**config.mk**
```make
export PLATFORM = sky130hd
export DESIGN_NAME = prob_scheduler_flat
export DESIGN_NICKNAME = d
export VERILOG_FILES = /design/src/rtl/prob_scheduler_if.sv /design/src/rtl/prob_scheduler.sv /design/src/flat_wrapper.sv
export SDC_FILE = /design/constraint.sdc
export NUM_CORES = 1
export LEC_CHECK = 0
export CAP_MARGIN = 0
export CORE_UTILIZATION = 51
export CTS_BUF_LIST = sky130_fd_sc_hd__clkbuf_2
export CTS_CLUSTER_DIAMETER = 120
export DETAILED_ROUTE_END_ITERATION = 16
export MAX_ROUTING_LAYER = met4
export PLACE_DENSITY = 0.82
export SYNTH_ARGS = -nofsm -noshare
export SYNTH_HDL_FRONTEND = slang
export SYNTH_SLANG_ARGS = --single-unit
```
**constraint.sdc**
```tcl
create_clock -name clk -period 8.4 [get_ports clk]
set_clock_uncertainty 0.1 [all_clocks]
set_input_delay 1.68 -clock clk [delete_from_list [all_inputs] [get_ports clk]]
set_output_delay 1.68 -clock clk [all_outputs]
set_load 0.01 [all_outputs]
```
**src/rtl/prob_scheduler_if.sv**
```systemverilog
// ---------------------------------------------------------------------------
// prob_scheduler_if
// Bundles the request/decision handshake and the probability-unit operand
// and result signals of prob_scheduler.
//   master : requester plus probability unit (drives costs and pc results)
//   slave  : the scheduler itself
// Signals:
//   req_valid/req_ready     candidate cost pair handshake
//   new_cost/old_cost       candidate and current tour cost, unsigned
//   dec_valid/dec_accept    one-cycle decision strobe and verdict
//   pc_new/pc_old/pc_tinv   operands presented to the probability unit
//   pc_inp_valid            one-cycle start pulse to the probability unit
//   pc_out/pc_out_valid     probability (bits 23:0 fraction) and its strobe
// ---------------------------------------------------------------------------
interface prob_scheduler_if;
   logic        req_valid;
   logic        req_ready;
   logic [31:0] new_cost;
   logic [31:0] old_cost;
   logic        dec_valid;
   logic        dec_accept;
   logic [31:0] pc_new;
   logic [31:0] pc_old;
   logic [31:0] pc_tinv;
   logic        pc_inp_valid;
   logic [31:0] pc_out;
   logic        pc_out_valid;

   modport master (
      output req_valid, new_cost, old_cost, pc_out, pc_out_valid,
      input  req_ready, dec_valid, dec_accept, pc_new, pc_old, pc_tinv, pc_inp_valid
   );

   modport slave (
      input  req_valid, new_cost, old_cost, pc_out, pc_out_valid,
      output req_ready, dec_valid, dec_accept, pc_new, pc_old, pc_tinv, pc_inp_valid
   );
endinterface

```
**src/rtl/prob_scheduler.sv**
```systemverilog
// ---------------------------------------------------------------------------
// prob_scheduler
// Simulated-annealing accept/reject scheduler. Improving or equal candidates
// are accepted directly; worse candidates are sent to an external probability
// unit and accepted when a free-running LFSR draw falls below the returned
// probability. The inverse temperature rises by a fixed bit-pattern step
// every ITERS_PER_STEP decisions until it saturates at TINV_MAX.
// Ports:
//   clk          sole clock, rising edge
//   rst          asynchronous active-high reset
//   bus          prob_scheduler_if.slave (handshake, operands, results)
//   tinv         current inverse temperature
//   frozen       high while tinv == TINV_MAX
//   err_timeout  sticky, set when the probability unit fails to answer
// Timing: every state acts on the edge that leaves it, so dec_valid rises
// one edge after the capture edge (improving path) or one edge after the
// edge that samples pc_out_valid, and stays high for one cycle.
// ---------------------------------------------------------------------------
module prob_scheduler #(
   parameter logic [31:0] SEED           = 32'hACE1_2468,
   parameter logic [31:0] TINV_INIT      = 32'h3C23_D70A,
   parameter logic [31:0] TINV_STEP      = 32'h0000_0400,
   parameter logic [31:0] TINV_MAX       = 32'h4120_0000,
   parameter int unsigned ITERS_PER_STEP = 256,
   parameter int unsigned TIMEOUT        = 1023
) (
   input  logic                   clk,
   input  logic                   rst,
   prob_scheduler_if.slave        bus,
   output logic [31:0]            tinv,
   output logic                   frozen,
   output logic                   err_timeout
);

   typedef enum logic [1:0] {
      S_IDLE,
      S_ISSUE,
      S_WAIT,
      S_DECIDE
   } state_t;

   localparam logic [15:0] ITER_LAST = 16'(ITERS_PER_STEP - 1);
   localparam logic [15:0] WAIT_LAST = 16'(TIMEOUT - 1);

   state_t      state;
   logic [31:0] lfsr;
   logic [15:0] iter_cnt;
   logic [15:0] wait_cnt;
   logic        accept;

   logic        lfsr_fb;
   logic [31:0] lfsr_draw;
   logic [32:0] tinv_sum;
   logic [31:0] tinv_next;

   // Fibonacci taps 32,22,2,1 (bit numbers counted from 1).
   assign lfsr_fb   = lfsr[31] ^ lfsr[21] ^ lfsr[1] ^ lfsr[0];
   // Random fraction in the same 8.24 format as pc_out.
   assign lfsr_draw = {8'b0, lfsr[23:0]};

   // NOTE: every variable assigned in always_comb gets a value on every path,
   // otherwise synthesis infers a latch to hold the old value.
   always_comb begin
      tinv_sum  = {1'b0, tinv} + {1'b0, TINV_STEP};
      tinv_next = tinv_sum[31:0];
      // The 33-bit sum catches both overshoot and 32-bit wrap.
      if (tinv_sum >= {1'b0, TINV_MAX}) begin
         tinv_next = TINV_MAX;
      end
   end

   // NOTE: sequential state uses non-blocking assignments so every register
   // samples pre-edge values regardless of statement order.
   always_ff @(posedge clk or posedge rst) begin
      if (rst) begin
         lfsr <= SEED;
      end else begin
         lfsr <= {lfsr[30:0], lfsr_fb};
      end
   end

   always_ff @(posedge clk or posedge rst) begin
      if (rst) begin
         state            <= S_IDLE;
         bus.req_ready    <= 1'b1;
         bus.dec_valid    <= 1'b0;
         bus.dec_accept   <= 1'b0;
         bus.pc_inp_valid <= 1'b0;
         bus.pc_new       <= '0;
         bus.pc_old       <= '0;
         bus.pc_tinv      <= '0;
         accept           <= 1'b0;
         wait_cnt         <= '0;
         iter_cnt         <= '0;
         tinv             <= TINV_INIT;
         frozen           <= (TINV_INIT == TINV_MAX);
         err_timeout      <= 1'b0;
      end else begin
         // Strobes default low so each is a single-cycle pulse.
         bus.dec_valid    <= 1'b0;
         bus.dec_accept   <= 1'b0;
         bus.pc_inp_valid <= 1'b0;

         case (state)
            S_IDLE: begin
               if (bus.req_valid) begin
                  // Operands stay on pc_* until the next capture; tinv is
                  // snapshotted here so a later step cannot affect this request.
                  bus.pc_new    <= bus.new_cost;
                  bus.pc_old    <= bus.old_cost;
                  bus.pc_tinv   <= tinv;
                  bus.req_ready <= 1'b0;
                  if (bus.new_cost <= bus.old_cost) begin
                     accept <= 1'b1;
                     state  <= S_DECIDE;
                  end else begin
                     state  <= S_ISSUE;
                  end
               end
            end

            S_ISSUE: begin
               bus.pc_inp_valid <= 1'b1;
               wait_cnt         <= '0;
               state            <= S_WAIT;
            end

            S_WAIT: begin
               // A result arriving in the final WAIT cycle wins over timeout.
               if (bus.pc_out_valid) begin
                  accept <= (lfsr_draw < bus.pc_out);
                  state  <= S_DECIDE;
               end else if (wait_cnt == WAIT_LAST) begin
                  accept      <= 1'b0;
                  err_timeout <= 1'b1;
                  state       <= S_DECIDE;
               end else begin
                  wait_cnt <= wait_cnt + 16'd1;
               end
            end

            S_DECIDE: begin
               bus.dec_valid  <= 1'b1;
               bus.dec_accept <= accept;
               bus.req_ready  <= 1'b1;
               state          <= S_IDLE;
               if (iter_cnt == ITER_LAST) begin
                  iter_cnt <= '0;
                  tinv     <= tinv_next;
                  frozen   <= (tinv_next == TINV_MAX);
               end else begin
                  iter_cnt <= iter_cnt + 16'd1;
               end
            end

            default: state <= S_IDLE;
         endcase
      end
   end

endmodule

```
**src/flat_wrapper.sv**
```systemverilog
// flat-port wrapper written by rule: the top's interface ports become plain ports
module prob_scheduler_flat 
#(
   parameter logic [31:0] SEED           = 32'hACE1_2468,
   parameter logic [31:0] TINV_INIT      = 32'h3C23_D70A,
   parameter logic [31:0] TINV_STEP      = 32'h0000_0400,
   parameter logic [31:0] TINV_MAX       = 32'h4120_0000,
   parameter int unsigned ITERS_PER_STEP = 256,
   parameter int unsigned TIMEOUT        = 1023
)
  (clk, rst, tinv, frozen, err_timeout, bus_req_valid, bus_new_cost, bus_old_cost, bus_pc_out, bus_pc_out_valid, bus_req_ready, bus_dec_valid, bus_dec_accept, bus_pc_new, bus_pc_old, bus_pc_tinv, bus_pc_inp_valid);
  prob_scheduler_if bus_i ();
  input  logic clk;
  input  logic rst;
  output logic [31:0] tinv;
  output logic frozen;
  output logic err_timeout;
  input wire logic [$bits(bus_i.req_valid)-1:0] bus_req_valid;
  input wire logic [$bits(bus_i.new_cost)-1:0] bus_new_cost;
  input wire logic [$bits(bus_i.old_cost)-1:0] bus_old_cost;
  input wire logic [$bits(bus_i.pc_out)-1:0] bus_pc_out;
  input wire logic [$bits(bus_i.pc_out_valid)-1:0] bus_pc_out_valid;
  output wire logic [$bits(bus_i.req_ready)-1:0] bus_req_ready;
  output wire logic [$bits(bus_i.dec_valid)-1:0] bus_dec_valid;
  output wire logic [$bits(bus_i.dec_accept)-1:0] bus_dec_accept;
  output wire logic [$bits(bus_i.pc_new)-1:0] bus_pc_new;
  output wire logic [$bits(bus_i.pc_old)-1:0] bus_pc_old;
  output wire logic [$bits(bus_i.pc_tinv)-1:0] bus_pc_tinv;
  output wire logic [$bits(bus_i.pc_inp_valid)-1:0] bus_pc_inp_valid;
  assign bus_i.req_valid = bus_req_valid;
  assign bus_i.new_cost = bus_new_cost;
  assign bus_i.old_cost = bus_old_cost;
  assign bus_i.pc_out = bus_pc_out;
  assign bus_i.pc_out_valid = bus_pc_out_valid;
  assign bus_req_ready = bus_i.req_ready;
  assign bus_dec_valid = bus_i.dec_valid;
  assign bus_dec_accept = bus_i.dec_accept;
  assign bus_pc_new = bus_i.pc_new;
  assign bus_pc_old = bus_i.pc_old;
  assign bus_pc_tinv = bus_i.pc_tinv;
  assign bus_pc_inp_valid = bus_i.pc_inp_valid;
  prob_scheduler #(.SEED(SEED), .TINV_INIT(TINV_INIT), .TINV_STEP(TINV_STEP), .TINV_MAX(TINV_MAX), .ITERS_PER_STEP(ITERS_PER_STEP), .TIMEOUT(TIMEOUT)) u_core (.clk(clk), .rst(rst), .bus(bus_i), .tinv(tinv), .frozen(frozen), .err_timeout(err_timeout));
endmodule
```
==> impl_results.md <==
* Pwr Total at 2860 uW
* DRC at 0
* Clk sink count at 201
* Sequential share of the synthesized area at 53.9%
* Kind of critical path: register to primary output
* Post-Route WL at 22500 um
* Clk buf depth at 3
* Post-synth cell types at between 50 and 60
* GR Util All Layers at 25.1%
* Family with the most delay on the worst path: buffers and inverters
* Worst min path class: register to register
* Post-synth top flop: dfrtp_1
* H-tree levels at 2
* Most common cell in the synthesized netlist: dfrtp_1
* Yosys top cell area share at 45.8%
* Crit share post-route at 44.7%
* Synth Instances at 854
* Area leader, netlist: dfrtp_1
* Clk Tree Root Cell: clkbuf_2
* # diodes at 0
* Vias in the first global route at 7463
* Io pins at 234
* Crit path DAT at 1.98 ns
* Critical path peak fanout at 10
* Total CTS buffers at 52
* Slowest-stage cell, CP: clkdlybuf4s50_1
* Pwr per Cell Area at 230 nW/um^2
* Status: completed
* Post-layout util at 69.0%
* Hold Vio Cnt, Final at 0
* Die height at 138 um
* Max Slew Vio Count at 0
* Routed WL per cell at about 16 um
* Worst slack, placed at between 4 and 5 ns
* Layout cell share with drive strength beyond 1 at between 10% and 20%
* # setup viols final at 0
* Rows at 49
* Die X-Extent at 138 um
* Post-CTS sizing at 0
* Syn avg cell area at 11.0 um^2
* Setup Buffers After CTS at 0
* Worst EP required at 6.62 ns
* Hold buffers post-CTS at 0
* Initial antenna violation count at 0
* CP bufs+invs at 1
* Max Cap Viol at 0
* CP endpoint kind: primary output
* Nets@finish at 1283
* Post-synthesis async set-or-reset flop share at 100%
* Global-route wire length before repair at 36000 um
* Die ar. at 19000 um^2
* DR iter-0 viols at a little over 400
* EDFF count, synth at 0
* Setup TNS at 0 ns
* Initial Utilization at around 52%
* Clock slew at reported path FFs at 0.10 ns
* Fmax at 0.266 GHz
* Synthesized flop and latch total at approximately 200
* Mapped Area at 9400 um^2
* Synth top cells by count: dfrtp_1, nand2_1, inv_1, ha_1
* CP Cell Sequence: clkdlybuf4s50_1
* Final worst slack at 4.64 ns
* Largest net degree at the start of global routing at 134
* Final min period at around 3.8 ns
* Core area at 18000 um^2
* Clk_lat worst skew at 0.76 ns
* Syn Nets at ~1000
* Routed vias/inst at approximately 5.3
* Largest stage delay, worst path at about 0.64 ns
* Drt first pass iters at 7
* DP Wirelength at about 16000 um
* RSZ-0062 raised after global routing: no
* Slew @ Worst Pin at roughly 1 ns
* Largest cells by area after synthesis: dfrtp_1, ha_1, dfstp_2, mux2_2, o21ai_0
* Synth-to-Final Area Change at 32.3%
* CTS tree: yes
* Leakage Power at around 0.0058 uW
* Final ANT Viol Nets at 0
* Slew margin rel. at 33.1%
* Synthesis Warnings at 0
* Peak VDD IR at approximately 0.18 mV
* Fill count at 1371
* Critical Path Start Type: register
* Routability cong. at between 0.9 and 1
* Grt ovf at 0
* DR vias at 7299
* Buffers on Ports at 233
power breakdown:
part | leakage, uW | internal [uW] | switching, uW
clock | 0.000370 | 278 | 409
combinational | 0.00289 | 491 | 414
sequential | 0.00256 | 1150 | 114
total | 0.00582 | 1920 | 937
area by class of cell:
class | count | area, um^2 | share of cell area, %
tap | 229 | 287 | 2.30
multi-input combinational | 558 | 3980 | 32.0
timing repair buffer | 235 | 2350 | 18.9
clock inverter | 19 | 105 | 0.845
clock buffer | 77 | 385 | 3.10
sequential | 201 | 5070 | 40.7
inverter | 71 | 274 | 2.20
flip-flops by register name, indices dropped and copies added, names as in the netlist:
register / cells
u_core.bus.req_ready: 1
u_core.wait_cnt: 16
u_core.frozen: 1
u_core.bus.pc_tinv: 32
u_core.lfsr: 32
u_core.accept: 1
u_core.state: 2
u_core.bus.pc_old: 32
u_core.bus.pc_new: 32
u_core.bus.dec_accept: 1
u_core.bus.pc_inp_valid: 1
u_core.bus.dec_valid: 1
u_core.err_timeout: 1
u_core.tinv: 32
u_core.iter_cnt: 16
metal layers:
metal / wire (um) / vias to the layer above / share of wire, % / track usage, %
met4: 465 / 0 / 2.1 / 8.64
met2: 10600 / 255 / 47 / 39.6
met5: 0 / - / 0 / -
met1: 9710 / 3495 / 43 / 30.9
li1: - / 3509 / - / -
met3: 1780 / 40 / 7.9 / 7.28
per-stage QoR:
step	std cells	hold slack, ns	instance area (um^2)
3_5_place_dp	1294	0.239	12000
6_report	1390	0.242	12400
2_1_floorplan	854	0.231	9400
3_3_place_gp	1294	0.237	12000
4_1_cts	1390	0.249	12400
5_1_grt	1390	0.253	12400
cells in the final DEF, fill, tap and decap left out, types with 24 or more instances in the layout:
cell type and instances:
clkbuf_2 77, clkdlybuf4s50_1 233, dfrtp_1 172, dfstp_2 29, ha_1 64, inv_1 70, mux2_2 62, nand2_1 79
nand3_1 25, nand4_1 26, nor2_1 59, o21ai_0 62, xnor2_1 24
path summary, 6_finish.rpt:
check / start / endpoint / slack [ns] / cells past startpoint
worst max-delay path: u_core.tinv[24]$_DFFE_PP0P_ / tinv[24] / 4.64 / 1
worst min-delay path: u_core.lfsr[28]$_DFF_PP0_ / u_core.lfsr[29]$_DFF_PP1_ / 0.24 / 0
worst max register to register: u_core.tinv[10]$_DFFE_PP1P_ / u_core.tinv[21]$_DFFE_PP1P_ / 5.25 / 8
worst min register to register: u_core.lfsr[28]$_DFF_PP0_ / u_core.lfsr[29]$_DFF_PP1_ / 0.24 / 0
max in group asynchronous: rst / u_core.wait_cnt[4]$_DFFE_PP0P_ / 5.33 / 3
min in group asynchronous: rst / u_core.err_timeout$_DFFE_PP0P_ / 1.43 / 2
logic make-up after synthesis:
group,after synthesis,share of synthesized area (%)
AOI/OAI and AO/OA,118,7.78
xor gates and xnor gates,47,4.38
adders and majority gates,64,8.52
buffers and inverters,95,3.87
DFF,201,53.9
muxes,67,7.96
and+or+nand+nor,262,13.6
Power figures use the tool's default switching activity.
